==> config.mk <==
export PLATFORM = sky130hd
export DESIGN_NAME = mod_acc
export DESIGN_NICKNAME = d
export VERILOG_FILES = /design/src/rtl/mod_acc_pkg.sv /design/src/rtl/mod_adder.sv /design/src/rtl/mod_acc.sv
export SDC_FILE = /design/constraint.sdc
export NUM_CORES = 1
export LEC_CHECK = 0
export ABC_AREA = 1
export CAP_MARGIN = 20
export CORE_ASPECT_RATIO = 0.9
export CORE_UTILIZATION = 35
export CTS_CLUSTER_DIAMETER = 60
export DETAILED_ROUTE_END_ITERATION = 10
export GPL_TIMING_DRIVEN = 0
export HOLD_SLACK_MARGIN = 0.05
export MAX_ROUTING_LAYER = met4
export SYNTH_ARGS = -nofsm -noshare
export SYNTH_HDL_FRONTEND = slang
export SYNTH_SLANG_ARGS = --single-unit
==> constraint.sdc <==
create_clock -name iClk -period 3.4 [get_ports iClk]
set_input_delay 0.68 -clock iClk [delete_from_list [all_inputs] [get_ports iClk]]
set_output_delay 0.68 -clock iClk [all_outputs]
set_load 0.1 [all_outputs]
==> src/rtl/mod_acc_pkg.sv <==
// mod_acc_pkg: FSM state type and default widths shared by mod_acc and mod_adder.
`ifndef BITWIDTH
`define BITWIDTH 16
`endif

package mod_acc_pkg;

    localparam int unsigned DEF_DW = `BITWIDTH;
    localparam int unsigned DEF_LW = 8;

    typedef enum logic [1:0] {
        IDLE = 2'd0,
        ACC  = 2'd1,
        OUT  = 2'd2
    } state_e;

endpackage

==> src/rtl/mod_adder.sv <==
// mod_adder: combinational (a + b) mod Q with a single conditional subtract.
// Q = 0 degenerates to a plain DW-bit sum.
module mod_adder
    import mod_acc_pkg::*;
#(
    parameter int unsigned DW = DEF_DW
) (
    input  logic [DW-1:0] iData0,
    input  logic [DW-1:0] iData1,
    input  logic [DW-1:0] iQ,
    output logic [DW-1:0] oData
);

    logic [DW:0] w_sum;
    logic [DW:0] w_diff;
    logic        w_unused_msb;

    assign w_sum  = {1'b0, iData0} + {1'b0, iData1};
    assign w_diff = w_sum - {1'b0, iQ};

    // The carry-out is never part of the result; only the low DW bits are kept.
    assign {w_unused_msb, oData} = (w_sum >= {1'b0, iQ}) ? w_diff : w_sum;

endmodule

==> src/rtl/mod_acc.sv <==
// mod_acc: accumulates iLen operands modulo a modulus latched at start, then offers the result.
// Define MOD_ACC_RANGE_CHK_EN to add a sticky oErr flag that skips operands >= Q.
`ifndef BITWIDTH
`define BITWIDTH 16
`endif

module mod_acc
    import mod_acc_pkg::*;
#(
    parameter int unsigned DW = `BITWIDTH,
    parameter int unsigned LW = DEF_LW
) (
    input  logic          iClk,
    input  logic          iRstN,
    input  logic          iEn,
    input  logic          iClr,
    input  logic [DW-1:0] iQ,
    input  logic [LW-1:0] iLen,
    input  logic          iValid,
    input  logic [DW-1:0] iData,
    output logic          oReady,
    output logic          oValid,
    output logic [DW-1:0] oData,
    input  logic          iReady,
    output logic          oBusy
`ifdef MOD_ACC_RANGE_CHK_EN
    ,
    output logic          oErr
`endif
);

    state_e        r_state;
    state_e        w_state_nxt;
    logic [DW-1:0] r_acc;
    logic [DW-1:0] w_acc_nxt;
    logic [LW-1:0] r_cnt;
    logic [LW-1:0] w_cnt_nxt;
    logic [DW-1:0] r_q;
    logic [DW-1:0] w_q_nxt;
    logic [LW-1:0] r_len;
    logic [LW-1:0] w_len_nxt;

    logic [DW-1:0] w_sum;
    logic [LW-1:0] w_cnt_inc;
    logic          w_accept;
    logic          w_start;
    logic          w_oor;

    mod_adder #(
        .DW(DW)
    ) u_mod_adder (
        .iData0(r_acc),
        .iData1(iData),
        .iQ    (r_q),
        .oData (w_sum)
    );

    assign oReady    = (r_state == ACC) && iEn;
    assign oValid    = (r_state == OUT);
    assign oData     = r_acc;
    assign oBusy     = (r_state != IDLE);
    assign w_accept  = iValid && oReady;
    assign w_start   = (r_state == IDLE) && iEn;
    assign w_cnt_inc = r_cnt + LW'(1);

`ifdef MOD_ACC_RANGE_CHK_EN
    assign w_oor = (r_q != '0) && (iData >= r_q);
`else
    assign w_oor = 1'b0;
`endif

    always_comb begin
        w_state_nxt = r_state;
        w_acc_nxt   = r_acc;
        w_cnt_nxt   = r_cnt;
        w_q_nxt     = r_q;
        w_len_nxt   = r_len;
        if (iClr) begin
            w_state_nxt = IDLE;
            w_acc_nxt   = '0;
            w_cnt_nxt   = '0;
        end else begin
            unique case (r_state)
                IDLE: begin
                    if (iEn) begin
                        w_q_nxt     = iQ;
                        w_len_nxt   = iLen;
                        w_acc_nxt   = '0;
                        w_cnt_nxt   = '0;
                        w_state_nxt = (iLen == '0) ? OUT : ACC;
                    end
                end
                ACC: begin
                    if (w_accept) begin
                        w_cnt_nxt = w_cnt_inc;
                        // Out-of-range operands still count toward the length.
                        if (!w_oor) begin
                            w_acc_nxt = w_sum;
                        end
                        if (w_cnt_inc == r_len) begin
                            w_state_nxt = OUT;
                        end
                    end
                end
                OUT: begin
                    if (iReady) begin
                        w_state_nxt = IDLE;
                    end
                end
                default: w_state_nxt = IDLE;
            endcase
        end
    end

    always_ff @(posedge iClk or negedge iRstN) begin
        if (!iRstN) begin
            r_state <= IDLE;
            r_acc   <= '0;
            r_cnt   <= '0;
            r_q     <= '0;
            r_len   <= '0;
        end else begin
            r_state <= w_state_nxt;
            r_acc   <= w_acc_nxt;
            r_cnt   <= w_cnt_nxt;
            r_q     <= w_q_nxt;
            r_len   <= w_len_nxt;
        end
    end

`ifdef MOD_ACC_RANGE_CHK_EN
    logic r_err;

    always_ff @(posedge iClk or negedge iRstN) begin
        if (!iRstN) begin
            r_err <= 1'b0;
        end else if (iClr || w_start) begin
            r_err <= 1'b0;
        end else if (w_accept && w_oor) begin
            r_err <= 1'b1;
        end
    end

    assign oErr = r_err;
`endif

endmodule

==> summary.txt <==
min Tclk post-route - 3.24 ns
Worst Path Required - 3.64 ns
CTS tree - built
row cnt - 38
Most Frequent Cell on Critical Path - nand2_1
Area growth syn-to-layout - 44.9%
vias per cell - 4.86
# fillers - 1,166
WS Path Type - in -> reg
CTS H-tree lvls - 2
I/O pin cnt - 65
clock tree buffer depth - 2
Mapped Cells - 699
Worst Setup End Kind - flip-flop
gr ovfl total - 0
area share of the largest cell type after synthesis - 0.278
dpl ws - -0.972 ns
initial DRC count - 201
Placeable Area - 12,300 um2
clock root cell - clkbuf_16
final wirelength - 13.3 mm
startpoint types - input pin
final setup vio count - 0
largest net degree at the start of global routing - 28
dpl hpwl - 10.5 mm
worst-margin pin slew - 0.978 ns
vias in the first global route - 4,602
post-route setup slack - 0.157 ns
pwr/cell area - 1140 nW/um2
die width - 122 um
Initial Util - 0.366
CP max FO - 4
Fmax - 0.308 GHz
Sw Share - 0.527
wire length per cell - 13.8 um
placer congestion estimate - 0.899
VDD IR max - 0.000650 V
Final ANT Viol Nets - 0
yosys warns - 0
Synth area leaders - dfrtp_1 (28%), nand2_1 (18%), inv_1 (10%), ha_1 (9.2%), nand3_1 (8.2%)
area of the mapped netlist - 4500 um2
max_cap viols - 0
Gate power share - 0.788
Final Core Density - 0.530
Clock transition at path regs - 0.07 ns
die height - 110 um
Hold Crit Class - in -> async
Power Total - 7450 uW
ys flop type - dfrtp_1
final period utilization - 0.954
DRC - 0
Cell Chain, Critical Path - clkdlybuf4s15_1 > inv_2 > fa_2 > inv_2 > nand3_2 > nand2_4 > nand2_1 > nand3_2 > xor2_4 > inv_2 > ha_4 > nand2_2 > nand2_1 > nand2_1 > nand2_2 > a21oi_4 > nand2_2 > nand2_4 > nand3_4 > buf_4 > nand2_1 > nand3_1 > nand2_1
first-pass GRT wire length - 21.8 mm
CP delay by family, top - simple AND/OR/NAND/NOR gates
number of synthesized flops with an enable pin - 0
gr usage total - 0.215
endpoints failing hold - 0
initial antenna violation count - 0
Switch Pwr - 3930 uW
Critical Path AT - 3.48 ns
Synth area leader - dfrtp_1
asr flop ratio synth - 1.00
# port buffers - 64
DIE AREA - 13,300 um2
sequential share of power - 0.133
post-synthesis sequential area ratio - 0.278
syn_area_per_cell - 6.44 um2
layout cells sized above 1 - 0.239
Seq cells post-synth - 50
count of cell types in the netlist - 39
hold-fix buffers at CTS - 0
Ant. Diodes - 0
nets - 884
Max-slew headroom - 0.346
vias - 4,687
most frequent cells in the layout - nand2_1 (181), inv_1 (110), nand3_1 (67)
commonest non-fill, non-tap cell in the layout - nand2_1
Critical-path top delay cell - fa_2
Critical Path Max Stage Delay - 0.40 ns
outcome - finished, final reports clean
clk sinks - 50
Clock power frac - 0.079
Cell Int Power - 3520 uW
Net Count, Synth - 780
final slew viol count - 0
TritonCTS buffer count - 5
Clk Latency, worst-skew pair - 0.30 ns
clock skew - 0.00967 ns
leakage - 0.00333 uW
drt first pass iters - 5
crit path buf inv count - 5
[worst register-to-register path, stage by stage, from the launching register on]
cell and delay [ns]:
dfrtp_4 0.43, ha_4 0.15, inv_2 0.04, fa_2 0.35, inv_2 0.08, nand3_2 0.08, nand2_4 0.12, nand2_1 0.08
nand3_2 0.11, xor2_4 0.19, inv_2 0.08, ha_4 0.24, nand2_2 0.07, nand2_1 0.06, nand2_1 0.07, nand2_2 0.07
a21oi_4 0.17, nand2_2 0.08, nand2_4 0.08, nand3_4 0.14, buf_4 0.17, nand2_1 0.06, nand3_1 0.09, nand2_1 0.07
[cell families after synthesis]
group / Yosys count / synth area share
fa+ha+maj: 35 / 0.101
flops: 50 / 0.278
compound gates: 61 / 0.0794
buf+inv: 135 / 0.116
mux: 2 / 0.00500
xor+xnor: 16 / 0.0311
simple gates: 400 / 0.390
[power groups by stage]
stage / clock (uW) / combinational [uW] / sequential [uW]
after floorplan: 0 / 3040 / 1390
after global placement: 0 / 4440 / 969
after detailed placement: 0 / 4510 / 974
after CTS: 599 / 5370 / 980
after global routing: 624 / 6380 / 1020
final: 587 / 5870 / 994
[layer usage]
| metal | track usage | up-vias | share of wire |
|---|---|---|---|
| li1 | - | 2399 | - |
| met5 | - | - | 0 |
| met3 | 0.0223 | 18 | 0.034 |
| met2 | 0.347 | 91 | 0.46 |
| met4 | 0.0564 | 0 | 0.015 |
| met1 | 0.288 | 2179 | 0.49 |
[worst paths after layout]
path	depth (start not counted)	to	start	slack, ns
setup reg to reg	23	oData[9]$_DFFE_PN0P_	oData[0]$_DFFE_PN0P_	0.25
max in group asynchronous	2	oData[1]$_DFFE_PN0P_	iRstN	2.47
hold reg to reg	1	r_q[0]$_DFFE_PN0P_	r_q[0]$_DFFE_PN0P_	0.52
hold / removal	1	r_q[9]$_DFFE_PN0P_	iRstN	0.37
setup / recovery	23	oData[9]$_DFFE_PN0P_	iData[1]	0.16
min in group iClk	1	r_q[0]$_DFFE_PN0P_	r_q[0]$_DFFE_PN0P_	0.52
[per-stage QoR]
step / TNS, ns / area [um2] / hold slack (ns) / cells
2_1_floorplan: 0 / 4510 / 0.384 / 699
3_3_place_gp: -14.73 / 5360 / 0.502 / 923
3_5_place_dp: -14.78 / 5370 / 0.502 / 924
4_1_cts: 0 / 6110 / 0.399 / 950
5_1_grt: -0.0674 / 6530 / 0.418 / 964
6_report: 0 / 6530 / 0.371 / 964
[flip-flops by register name (all words and copies together), names as in the netlist]
register,count
r_len,8
r_q,16
r_state,2
r_cnt,8
oData,16
[final cells by class]
type	instances	area (um2)	area share
plain buffers	9	61.3	0.00939
repair buffers	97	942	0.144
inverters	126	473	0.0724
flip-flops and latches	50	1260	0.192
multi-input cells	514	3420	0.524
well taps	160	200	0.0307
clock buffers	5	125	0.0192
clock inverters	3	47.5	0.00728
[what timing repair did]
item | CTS | global route
buffers inserted | 17 | 14
endpoints found under the hold margin | 0 | 0
endpoints found under the setup margin | 16 | 16
pin swaps | 22 | 39
gates resized for setup | 72 | 82
cloned | 1 | 0
[cells in the mapped netlist, types with 6 or more instances]
master	number
a21oi_1	36
xor2_1	8
nand3b_1	7
nor2_1	59
xnor2_1	8
inv_1	120
nand2_1	218
nand3_1	74
nand2_2	18
inv_2	6
dfrtp_1	50
o21ai_0	9
ha_1	33
nand4_1	6
Note: power is estimated with default switching activity, not from simulation.
